**src/rtl/fft_result_streamer.sv**
```systemverilog
// fft_result_streamer: buffers one frame of NPTS complex FFT results and
// serialises it as header, sequence number, point bytes and XOR checksum
// on an 8-bit valid/ready byte stream.
module fft_result_streamer #(
    parameter int NPTS = 8,
    parameter int AW   = 3
) (
    input  logic          clk,
    input  logic          rst_n,
    input  logic          ena,
    input  logic          wr_en,
    input  logic [AW-1:0] wr_addr,
    input  logic [15:0]   wr_re,
    input  logic [15:0]   wr_im,
    input  logic          frame_done,
    input  logic          clr_overrun,
    output logic [7:0]    tx_data,
    output logic          tx_valid,
    input  logic          tx_ready,
    output logic          busy,
    output logic          overrun
);

    typedef enum logic [2:0] {IDLE, HDR, SEQ, DATA, CSUM} state_t;

    state_t                 state, state_nxt;
    logic [NPTS-1:0][31:0]  mem;
    logic [AW-1:0]          pt;
    logic [1:0]             bi;
    logic [7:0]             seq;
    logic [7:0]             csum;
    logic [31:0]            word;
    logic                   xfer;
    logic                   start;
    logic                   last_pt;

    // Output stream is a pure function of the FSM state, so tx_data holds
    // automatically through stalls and ena=0 freezes.
    assign tx_valid = (state != IDLE);
    assign busy     = (state != IDLE);
    assign xfer     = ena && tx_valid && tx_ready;
    assign start    = ena && (state == IDLE) && frame_done;
    assign word     = mem[pt];
    assign last_pt  = (pt == AW'(NPTS - 1));

    // State register
    always_ff @(posedge clk or negedge rst_n) begin
        if (!rst_n) state <= IDLE;
        else if (ena) state <= state_nxt;
    end

    // Next-state and byte selection
    always_comb begin
        state_nxt = state;
        tx_data   = 8'h00;
        case (state)
            IDLE: if (frame_done) state_nxt = HDR;
            HDR: begin
                tx_data = 8'hA5;
                if (xfer) state_nxt = SEQ;
            end
            SEQ: begin
                tx_data = seq;
                if (xfer) state_nxt = DATA;
            end
            DATA: begin
                case (bi)
                    2'd0:    tx_data = word[31:24];
                    2'd1:    tx_data = word[23:16];
                    2'd2:    tx_data = word[15:8];
                    default: tx_data = word[7:0];
                endcase
                if (xfer && bi == 2'd3 && last_pt) state_nxt = CSUM;
            end
            CSUM: begin
                tx_data = csum;
                if (xfer) state_nxt = IDLE;
            end
            default: state_nxt = IDLE;
        endcase
    end

    // Point/byte cursor for the DATA phase; pt wraps back to 0 after the last point
    always_ff @(posedge clk or negedge rst_n) begin
        if (!rst_n) begin
            pt <= '0;
            bi <= 2'd0;
        end else if (start) begin
            pt <= '0;
            bi <= 2'd0;
        end else if (xfer && state == DATA) begin
            bi <= bi + 2'd1;
            if (bi == 2'd3) pt <= pt + 1'b1;
        end
    end

    // Running checksum over every byte actually transferred
    always_ff @(posedge clk or negedge rst_n) begin
        if (!rst_n) csum <= 8'h00;
        else if (start) csum <= 8'h00;
        else if (xfer) csum <= csum ^ tx_data;
    end

    // Sequence number advances as the checksum byte leaves
    always_ff @(posedge clk or negedge rst_n) begin
        if (!rst_n) seq <= 8'h00;
        else if (xfer && state == CSUM) seq <= seq + 8'd1;
    end

    // Result buffer: writable only while idle so the frame in flight is stable
    always_ff @(posedge clk or negedge rst_n) begin
        if (!rst_n) mem <= '0;
        else if (ena && wr_en && state == IDLE) mem[wr_addr] <= {wr_re, wr_im};
    end

    // Sticky overrun: set beats clear when both happen together
    always_ff @(posedge clk or negedge rst_n) begin
        if (!rst_n) overrun <= 1'b0;
        else if (ena && busy && (wr_en || frame_done)) overrun <= 1'b1;
        else if (ena && clr_overrun) overrun <= 1'b0;
    end

endmodule

```
**config.mk**
```make
export PLATFORM = sky130hd
export DESIGN_NAME = fft_result_streamer
export DESIGN_NICKNAME = d
export VERILOG_FILES = /design/src/rtl/fft_result_streamer.sv
export SDC_FILE = /design/constraint.sdc
export NUM_CORES = 1
export LEC_CHECK = 0
export CAP_MARGIN = 10
export CORE_ASPECT_RATIO = 0.6
export CORE_MARGIN = 2
export CORE_UTILIZATION = 50
export DETAILED_ROUTE_END_ITERATION = 10
export GPL_ROUTABILITY_DRIVEN = 1
export PLACE_DENSITY_LB_ADDON = 0.05
export SETUP_SLACK_MARGIN = 0.15
export SLEW_MARGIN = 20
export SYNTH_ARGS = -nofsm -noshare
export SYNTH_HDL_FRONTEND = slang
export SYNTH_SLANG_ARGS = --single-unit
```
**constraint.sdc**
```tcl
create_clock -name clk -period 3.1 [get_ports clk]
set_clock_uncertainty 0.2 [all_clocks]
set_input_delay 0.465 -clock clk [delete_from_list [all_inputs] [get_ports clk]]
set_output_delay 0.465 -clock clk [all_outputs]
set_load 0.01 [all_outputs]
```
# Word-level counts from Yosys, hierarchy flattened
# Index checks and enable logic that the tools add are counted.
# word_totals
n_memories	0
ff_bits	281
latch_bits	0
rom_bits	0
word_cells	79
ram_bits	0
input_bits	42
# classes
n_addsub	3
n_mux	22
n_eq_ne	13
multipliers	0
bitwise_logic	1
n_div	0
n_reduce_logical	23
order_cmp	3
shifts	0
# ops
op	n
256-bit bitwise mux	1
32-bit binary-select mux with 3-bit select	1
32-bit demux with 3-bit select	1
32-bit two-way mux	2
8-bit case mux with 4 select lines	1
3-bit two-way mux	8
8-bit case mux with 3 select lines	1
8-bit two-way mux	2
3-bit case mux with 5 select lines	1
1-bit logical AND	13
2-bit != test, second input constant	5
8-bit by 1-bit adder with 8-bit output, second input constant	1
3-bit by 4-bit < comparator with 1-bit output, second input constant	2
2-bit nonzero test	4
8-bit XOR	1
3-bit by 2-bit equality test with 1-bit output, second input constant	2
3-bit equality test, second input constant	2
6-bit AND reduction	1
2-bit equality test, second input constant	2
2-bit two-way mux	2
3-bit by 1-bit adder with 3-bit output, second input constant	1
3-bit by 1-bit equality test with 1-bit output, second input constant	1
3-bit by 1-bit >= comparator with 1-bit output, second input constant	1
3-bit logical NOT	1
7 further kinds	8

# Longest topological paths before layout
# Gate-level depths: netlist (run 1).
# logic_depth
ltp_word	7
ltp_mapped	8

# Worst setup path after synthesis (run 1)
# No wires, ideal clock.
# synth_timing
path_type	register to output
from	register pt[1]
to	output tx_data[2]
path_slack_ps	484
arrival_time_ps	1951
path_stages_with_launch	9
cell_sequence	dfrtp_1 -> buf_6 -> buf_4 -> buf_2 -> mux2i_1 -> o221ai_1 -> a211oi_2 -> a21oi_1 -> a211o_1
# synth_via
elab_chain_cells	4
# synth_rtl
item	line	rtl
start, declared	28	logic [AW-1:0] pt;
start signal, assigned	93	if (bi == 2'd3) pt <= pt + 1'b1;
32-bit binary-select mux with 3-bit select	43	assign word = mem[pt];
32-bit two-way mux (not written as such)	43	
8-bit case mux with 3 select lines	67	case (bi)
8-bit case mux with 4 select lines	56	case (state)
end, declared	17	output logic [7:0] tx_data,
# No other way between the ends. The select of a mux whose other input is x is not followed.

# Worst setup path after layout (run 1)
# layout_timing
from	register pt[0]
to	output tx_data[3]
# Same word-level chain as after synthesis.

==> run_results.csv, run 1 <==
group,metric,value,unit
sta,tns,-2.153,ns
global_route,grt_pass1_vias,9278,
cells_and_area,nets,1140,
min_path,worstHoldPathType,"primary input to async pin",
worst_setup_path,arrival,2.77,ns
clock_network,cts-htree-levels,1,
worst_setup_path,cp_num_buf_inv,4,
clock_network,root_buffer,"clkbuf_16",
placed_design,io_buffers,52,
worst_setup_path,reg2reg_to,"csum[1]",
worst_setup_path,crit_fanout,3,
global_route,grt_remaining_overflow,0,
logic_synthesis,ys_ff_latch,281,
sta,relSlewSlack,56.47,%
power_and_ir_drop,powerDensity,787.1,nW/um^2
die,start_util,50.76,%
logic_synthesis,synth_area_per_cell,14.36,sq um
logic_synthesis,yosysSeqAreaShare,52.55,%
route,wl_per_cell,24.33,um
sta,rsz0062_at_grt,"yes",
worst_setup_path,crit_top_cell,"buf_6",
cells_and_area,fin_area,16630,sq um
sta,fin_ws,-0.3399,ns
placed_design,place_area,14970,sq um
power_and_ir_drop,peakVddDrop,388.5,uV
logic_synthesis,yosys.cell_types.count,53,
worst_setup_path,startpoint_type,"register",
placed_design,pre_cts_ws,-0.4406,ns
global_route,grt_max_degree,84,
cells_and_area,fin_util,63.08,%
worst_setup_path,cp_slowest_stage_delay,0.44,ns
route,drtPass1Iterations,5,
placed_design,place.gp.congestion,0.8070,
cells_and_area,drive_gt1_share,49.41,%
clock_network,cts_tree,"done",
cells_and_area,antennaDiodeCount,0,
power_and_ir_drop,p_total,13090,uW
clock_network,clk_pin_slew_worst_paths,0.06,ns
sta,worst_pin_slew,0.6529,ns
die,num_io_pins,53,
route,viasPerCell,6.001,
logic_synthesis,async_flop_share,100.0,%
sta,fmax,0.2907,GHz
logic_synthesis,netlist.area_leader.share,52.55,%
power_and_ir_drop,p_leak,0.007814,uW
flow_run,drv_cap,0,
global_route,grt_usage,26.01,%
sta,setup_violations,8,
sta,period_share,111.0,%
sta,fin_crit,3.440,ns
die,die_y,130.7,um
global_route,antenna_found_initial,1,
global_route,grt_pass1_wl,54.86,mm
logic_synthesis,yosysMostFrequentCell,"dfrtp_1",
sta,maxSlewViolCount,0,
die,die_x,215.2,um
route,routed_wl,35.79,mm
route,drc,0,
route,drtIter0Drc,698,
clock_network,cts_buffers,28,
clock_network,clock-sinks,281,
worst_setup_path,cp.required,2.43,ns
logic_synthesis,yosys.area.top_type,"dfrtp_1",
run_status,outcome,"finished with violations",
worst_setup_path,worstPathCellList,"buf_12 > buf_6 > buf_6 > mux4_2 > and3_4 > a211oi_4 > a21oi_1 > or2_1 > buf_2",
worst_setup_path,slowest_stage,"dfrtp_2",
worst_setup_path,ff2ff_setup_slack,0.29,ns
route,postRouteAntennaNets,0,
logic_synthesis,ys_warn_count,0,
logic_synthesis,synth_common_cells,"281 x dfrtp_1, 261 x mux2_2, 43 x mux4_2",
die,core_area,26360,sq um
worst_setup_path,cpLargestDelayFamily,"buffers and inverters",
worst_setup_path,timing.rr.start,"bi[1]",
sta,hold_violations,0,
worst_setup_path,r2r_cells,9,
logic_synthesis,netlist_area,13380,sq um
placed_design,dp_hpwl,23.27,mm
logic_synthesis,synthFlopType,"dfrtp_1",
route,num_vias,8828,
logic_synthesis,syn_inst,932,
cells_and_area,area_growth,24.26,%
cells_and_area,nFillCells,1942,
clock_network,clk_latency,0.56,ns
clock_network,clock_path_buffers,3,
logic_synthesis,synth_area_leaders,"dfrtp_1 53%, mux2_2 22%, mux4_2 7.2%, mux2i_1 2.8%, mux4_1 1.2%",
logic_synthesis,synth_nets,981,
die,die_area,28130,sq um
worst_setup_path,crit_type,"register to output port",
die,rows,46,
run_status,violations,"negative setup slack",
logic_synthesis,synth-edff-count,0,
worst_setup_path,crit_path_end_kind,"output port",
-- worst max path at each step --
stage / from / end / slack, ns / cells past startpoint
after global placement: pt[0] / tx_data[1] / -0.40 / 8
after detailed placement: pt[0] / tx_data[1] / -0.44 / 8
after CTS: pt[0] / tx_data[1] / -0.31 / 10
after global routing: pt[0] / tx_data[3] / -0.39 / 9
after floorplan: pt[1] / tx_data[2] / 0.48 / 8
final: pt[0] / tx_data[3] / -0.34 / 9
-- metal layers --
metal  wire length (um)  global-route usage (%)
met5                 10                       0
met4                636                   5.720
met3               1858                   5.671
met2              16210                   40.59
met1              17080                   37.90
-- metrics by stage --
step                      hold WS, ns  std cells
after CTS                      0.2954       1462
after global placement         0.2599       1380
after detailed placement       0.2813       1380
after global routing           0.3112       1471
final                          0.2970       1471
after floorplan              -0.03059        932
-- final cells by class --
class | count | area, sq um | area share (%)
Timing Repair Buffer | 191 | 1901 | 11.43
Sequential cell | 281 | 7038 | 42.33
Inverter | 7 | 26.28 | 0.1580
Tap cell | 360 | 450.4 | 2.709
Multi-Input combinational cell | 582 | 6321 | 38.01
Clock inverter | 8 | 78.83 | 0.4740
Clock buffer | 42 | 813.3 | 4.891
-- what timing repair did --
| item | 4_1_cts | 5_1_grt |
|---|---|---|
| hold endpoints to repair | 77 | 0 |
| pin swaps | 24 | 19 |
| resized for setup | 109 | 23 |
| gates cloned | 1 | 0 |
| buffers inserted | 30 | 9 |
| hold buffers | 1 | 0 |
| setup endpoints to repair | 8 | 8 |
-- flip-flops by register name (all words and copies together), names as in the netlist --
| signal | count |
|---|---|
| mem | 256 |
| csum | 8 |
| seq | 8 |
| pt | 3 |
| state | 3 |
| bi | 2 |
| overrun | 1 |
-- logic make-up after synthesis --
family,count (synthesis),share of synthesized area [%]
compound gates,77,4.479
xor+xnor,9,0.5890
fa+ha+maj,7,0.6545
buf+inv,69,2.487
flops,281,52.55
mux,347,33.15
simple gates,142,6.096
-- where the power goes --
part	internal (uW)	switching, uW
clock	1890	1440
combinational	2680	2230
sequential	4420	423
total	8990	4100
-- placed cells by master (no fill, tap or decap), types with 5 or more instances in the layout --
| cell type | count |
|---|---|
| mux2i_1 | 32 |
| nand3_1 | 12 |
| xnor2_1 | 5 |
| clkbuf_16 | 28 |
| buf_6 | 13 |
| buf_8 | 5 |
| clkbuf_1 | 8 |
| a21oi_1 | 14 |
| dfrtp_1 | 278 |
| mux2_2 | 258 |
| nand2_1 | 21 |
| inv_1 | 7 |
| nor3_1 | 8 |
| mux4_2 | 46 |
| ha_1 | 6 |
| buf_2 | 5 |
| nand3b_1 | 19 |
| nand2b_1 | 5 |
| buf_4 | 102 |
| a211o_1 | 7 |
| nor2_1 | 14 |
| o221ai_1 | 6 |
| and3_1 | 10 |
| a221oi_1 | 5 |
| nor3b_1 | 9 |
| buf_12 | 21 |
| clkdlybuf4s50_1 | 43 |
| clkinv_2 | 5 |
| clkbuf_8 | 6 |
Note: power is estimated with default switching activity, not from simulation.
==> run 2: changes to the inputs <==
--- a/config.mk
+++ b/config.mk
@@ -11,7 +11,7 @@
 export CORE_UTILIZATION = 50
 export DETAILED_ROUTE_END_ITERATION = 10
 export GPL_ROUTABILITY_DRIVEN = 1
-export PLACE_DENSITY_LB_ADDON = 0.05
+export PLACE_DENSITY = 0.8
 export SETUP_SLACK_MARGIN = 0.15
 export SLEW_MARGIN = 20
 export SYNTH_ARGS = -nofsm -noshare
==> run 2 against run 1 <==
  * The run still ends with negative setup slack left
  * Die area stayed put
  * Utilization is 0.36 points lower
  * Total power is 0.38% lower
  * Combinational power hardly changed
  * Setup slack better by 0.062 ns
  * Clock power hardly changed
  * Sequential cell count stayed put
  * First-iteration DRC count is 25% higher
  * Largest power group unchanged
  * Routed wire length is 1.7% lower
  * Sequential power hardly changed
  * Via count hardly changed
  * Global-route usage is 0.33 points lower
==> run_results.csv, run 2 (synthesis gave the netlist of run 1 again) <==
group,metric,value,unit
run_status,outcome,"finished with violations",
worst_setup_path,cp-startpoint,"bi[0]",
worst_setup_path,timing.rr.start,"pt[0]",
power_and_ir_drop,powerDensity,788.6,nW/um^2
route,wl_met2,15.50,mm
global_route,grt_pass1_wl,54.98,mm
route,drt-met1-wl,16.06,mm
clock_network,clk_latency,0.56,ns
cells_and_area,area_growth,23.56,%
placed_design,pre_cts_ws,-0.1684,ns
worst_setup_path,crit_path_end_kind,"output port",
run_status,violations,"negative setup slack",
min_path,hold_end,"seq[7]",
route,routed_wl,35.20,mm
route,drc,0,
worst_setup_path,cp_slowest_stage_delay,0.37,ns
route,drtPass1Iterations,5,
global_route,antenna_found_initial,1,
cells_and_area,final_common_cell,"dfrtp_1",
die,start_util,50.76,%
route,num_vias,8835,
cells_and_area,largest_registers,"mem x256, csum x8, seq x8",
cells_and_area,max_flop_register,"mem",
clock_network,cts_tree,"done",
sta,worst_pin_slew,0.7471,ns
route,wl_per_cell,24.24,um
worst_setup_path,arrival,2.71,ns
worst_setup_path,slowest_stage,"dfrtp_1",
global_route,grt_remaining_overflow,0,
min_path,holdPathStages,1,
global_route,grt_max_degree,92,
route,dr.max_layer_used,"met4",
worst_setup_path,crit_fanout,9,
cells_and_area,nets,1120,
sta,maxSlewViolCount,0,
route,dr_wl_met3,2.944,mm
clock_network,cts_buffers,26,
global_route,grt_usage,25.68,%
min_path,hold_start,"seq[7]",
route,drtIter0Drc,872,
worst_setup_path,r2r_cells,11,
clock_network,cts-htree-levels,1,
min_path,worstHoldPathType,"register to register",
die,rows,46,
die,die_y,130.7,um
die,core_area,26360,sq um
sta,period_share,109.0,%
worst_setup_path,cp.required,2.43,ns
placed_design,place.gp.congestion,0.8925,
route,viasPerCell,6.085,
cells_and_area,largest_register_ffs,256,
sta,hold_violations,0,
cells_and_area,drive_gt1_share,50.32,%
worst_setup_path,reg2reg_to,"csum[5]",
sta,fin_ws,-0.2778,ns
clock_network,clock_path_buffers,3,
sta,tns,-1.726,ns
clock_network,clock-sinks,281,
flow_run,drv_cap,0,
clock_network,root_buffer,"clkbuf_16",
sta,relSlewSlack,50.19,%
worst_setup_path,startpoint_type,"register",
worst_setup_path,crit_type,"register to output port",
sta,rsz0062_at_grt,"yes",
worst_setup_path,worstPathCellList,"inv_1 > ha_4 > buf_6 > nand3b_1 > o221ai_2 > buf_4 > a211oi_4 > a21oi_2 > a211o_1 > buf_2",
die,num_io_pins,53,
cells_and_area,multi_input_area,6375,sq um
clock_network,clk_pin_slew_worst_paths,0.07,ns
global_route,grt_pass1_vias,9318,
power_and_ir_drop,p_leak,0.007700,uW
sta,fin_crit,3.378,ns
cells_and_area,nFillCells,1909,
cells_and_area,seq_area,7036,sq um
sta,fmax,0.2961,GHz
sta,setup_violations,8,
power_and_ir_drop,peakVddDrop,462.4,uV
route,postRouteAntennaNets,0,
placed_design,io_buffers,52,
placed_design,dp_hpwl,22.54,mm
die,die_x,215.2,um
die,die_area,28130,sq um
cells_and_area,final_cell_mix,"278 x dfrtp_1, 260 x mux2_2, 85 x buf_4",
worst_setup_path,ff2ff_setup_slack,0.34,ns
-- run 2: cell types whose count changed in the layout (fill, tap and decap cells not counted), moves of 3 or more --
cell and delta:
buf_4 -17, clkbuf_1 -6, buf_6 -4, o221ai_1 -4, o221ai_2 +4, buf_12 +3
buf_2 +3, buf_8 -3, clkinvlp_4 +3, nand2b_1 -3
-- run 2: repair_timing --
action | CTS | global route
gates resized for setup | 107 | 19
setup endpoints to repair | 8 | 10
gates cloned | 2 | 0
endpoints found under the hold margin | 85 | 0
buffers inserted | 20 | 3
pin swaps | 24 | 10
hold buffers | 1 | 0
-- run 2: worst max-delay path by stage --
stage	to	depth (start not counted)	slack, ns
after floorplan	tx_data[2]	8	0.48
after global placement	tx_data[5]	9	-0.17
after detailed placement	tx_data[3]	8	-0.17
after CTS	tx_data[0]	10	-0.26
after global routing	tx_data[2]	7	-0.32
final	tx_data[2]	10	-0.28
-- run 2: worst max-delay path, delay by kind of cell, from the launching register on --
kind                       cells  cell delay [ns]
and+or+nand+nor                1             0.22
adders and majority gates      1             0.19
buffers and inverters          4             0.56
DFF                            1             0.37
AOI/OAI and AO/OA              4             0.81
-- run 2: area by class of cell --
class / count / area share [%]
Timing Repair Buffer: 173 / 10.63
Clock buffer: 34 / 4.480
Multi-Input combinational cell: 582 / 38.55
Sequential cell: 281 / 42.55
Inverter: 7 / 0.1816
Antenna cell: 1 / 0.01513
Tap cell: 360 / 2.724
Clock inverter: 14 / 0.8627
-- run 2: through the flow --
stage	cells	total power [uW]	hold WS [ns]	util [%]	area, sq um
2_1_floorplan	932	7230	-0.03059	-	13380
5_1_grt	1451	13620	0.3169	62.72	16530
3_5_place_dp	1378	8963	0.2719	56.98	15020
6_report	1452	13040	0.2984	62.73	16530
4_1_cts	1449	12900	0.2888	62.40	16450
3_3_place_gp	1378	8779	0.2658	56.98	15020
-- run 2: report_power, final --
group,internal (uW),total [uW],leakage [uW],switching (uW)
Combinational,2620,4890,0.00346,2270
Sequential,4420,4850,0.00381,434
Clock,1860,3300,0.000433,1440
-- run 2: metal layers --
layer / global-route usage, % / vias up
li1: - / 3797
met1: 37.22 / 4676
met2: 38.63 / 309
met3: 7.546 / 53
met4: 5.882 / 0
met5: 0 / -
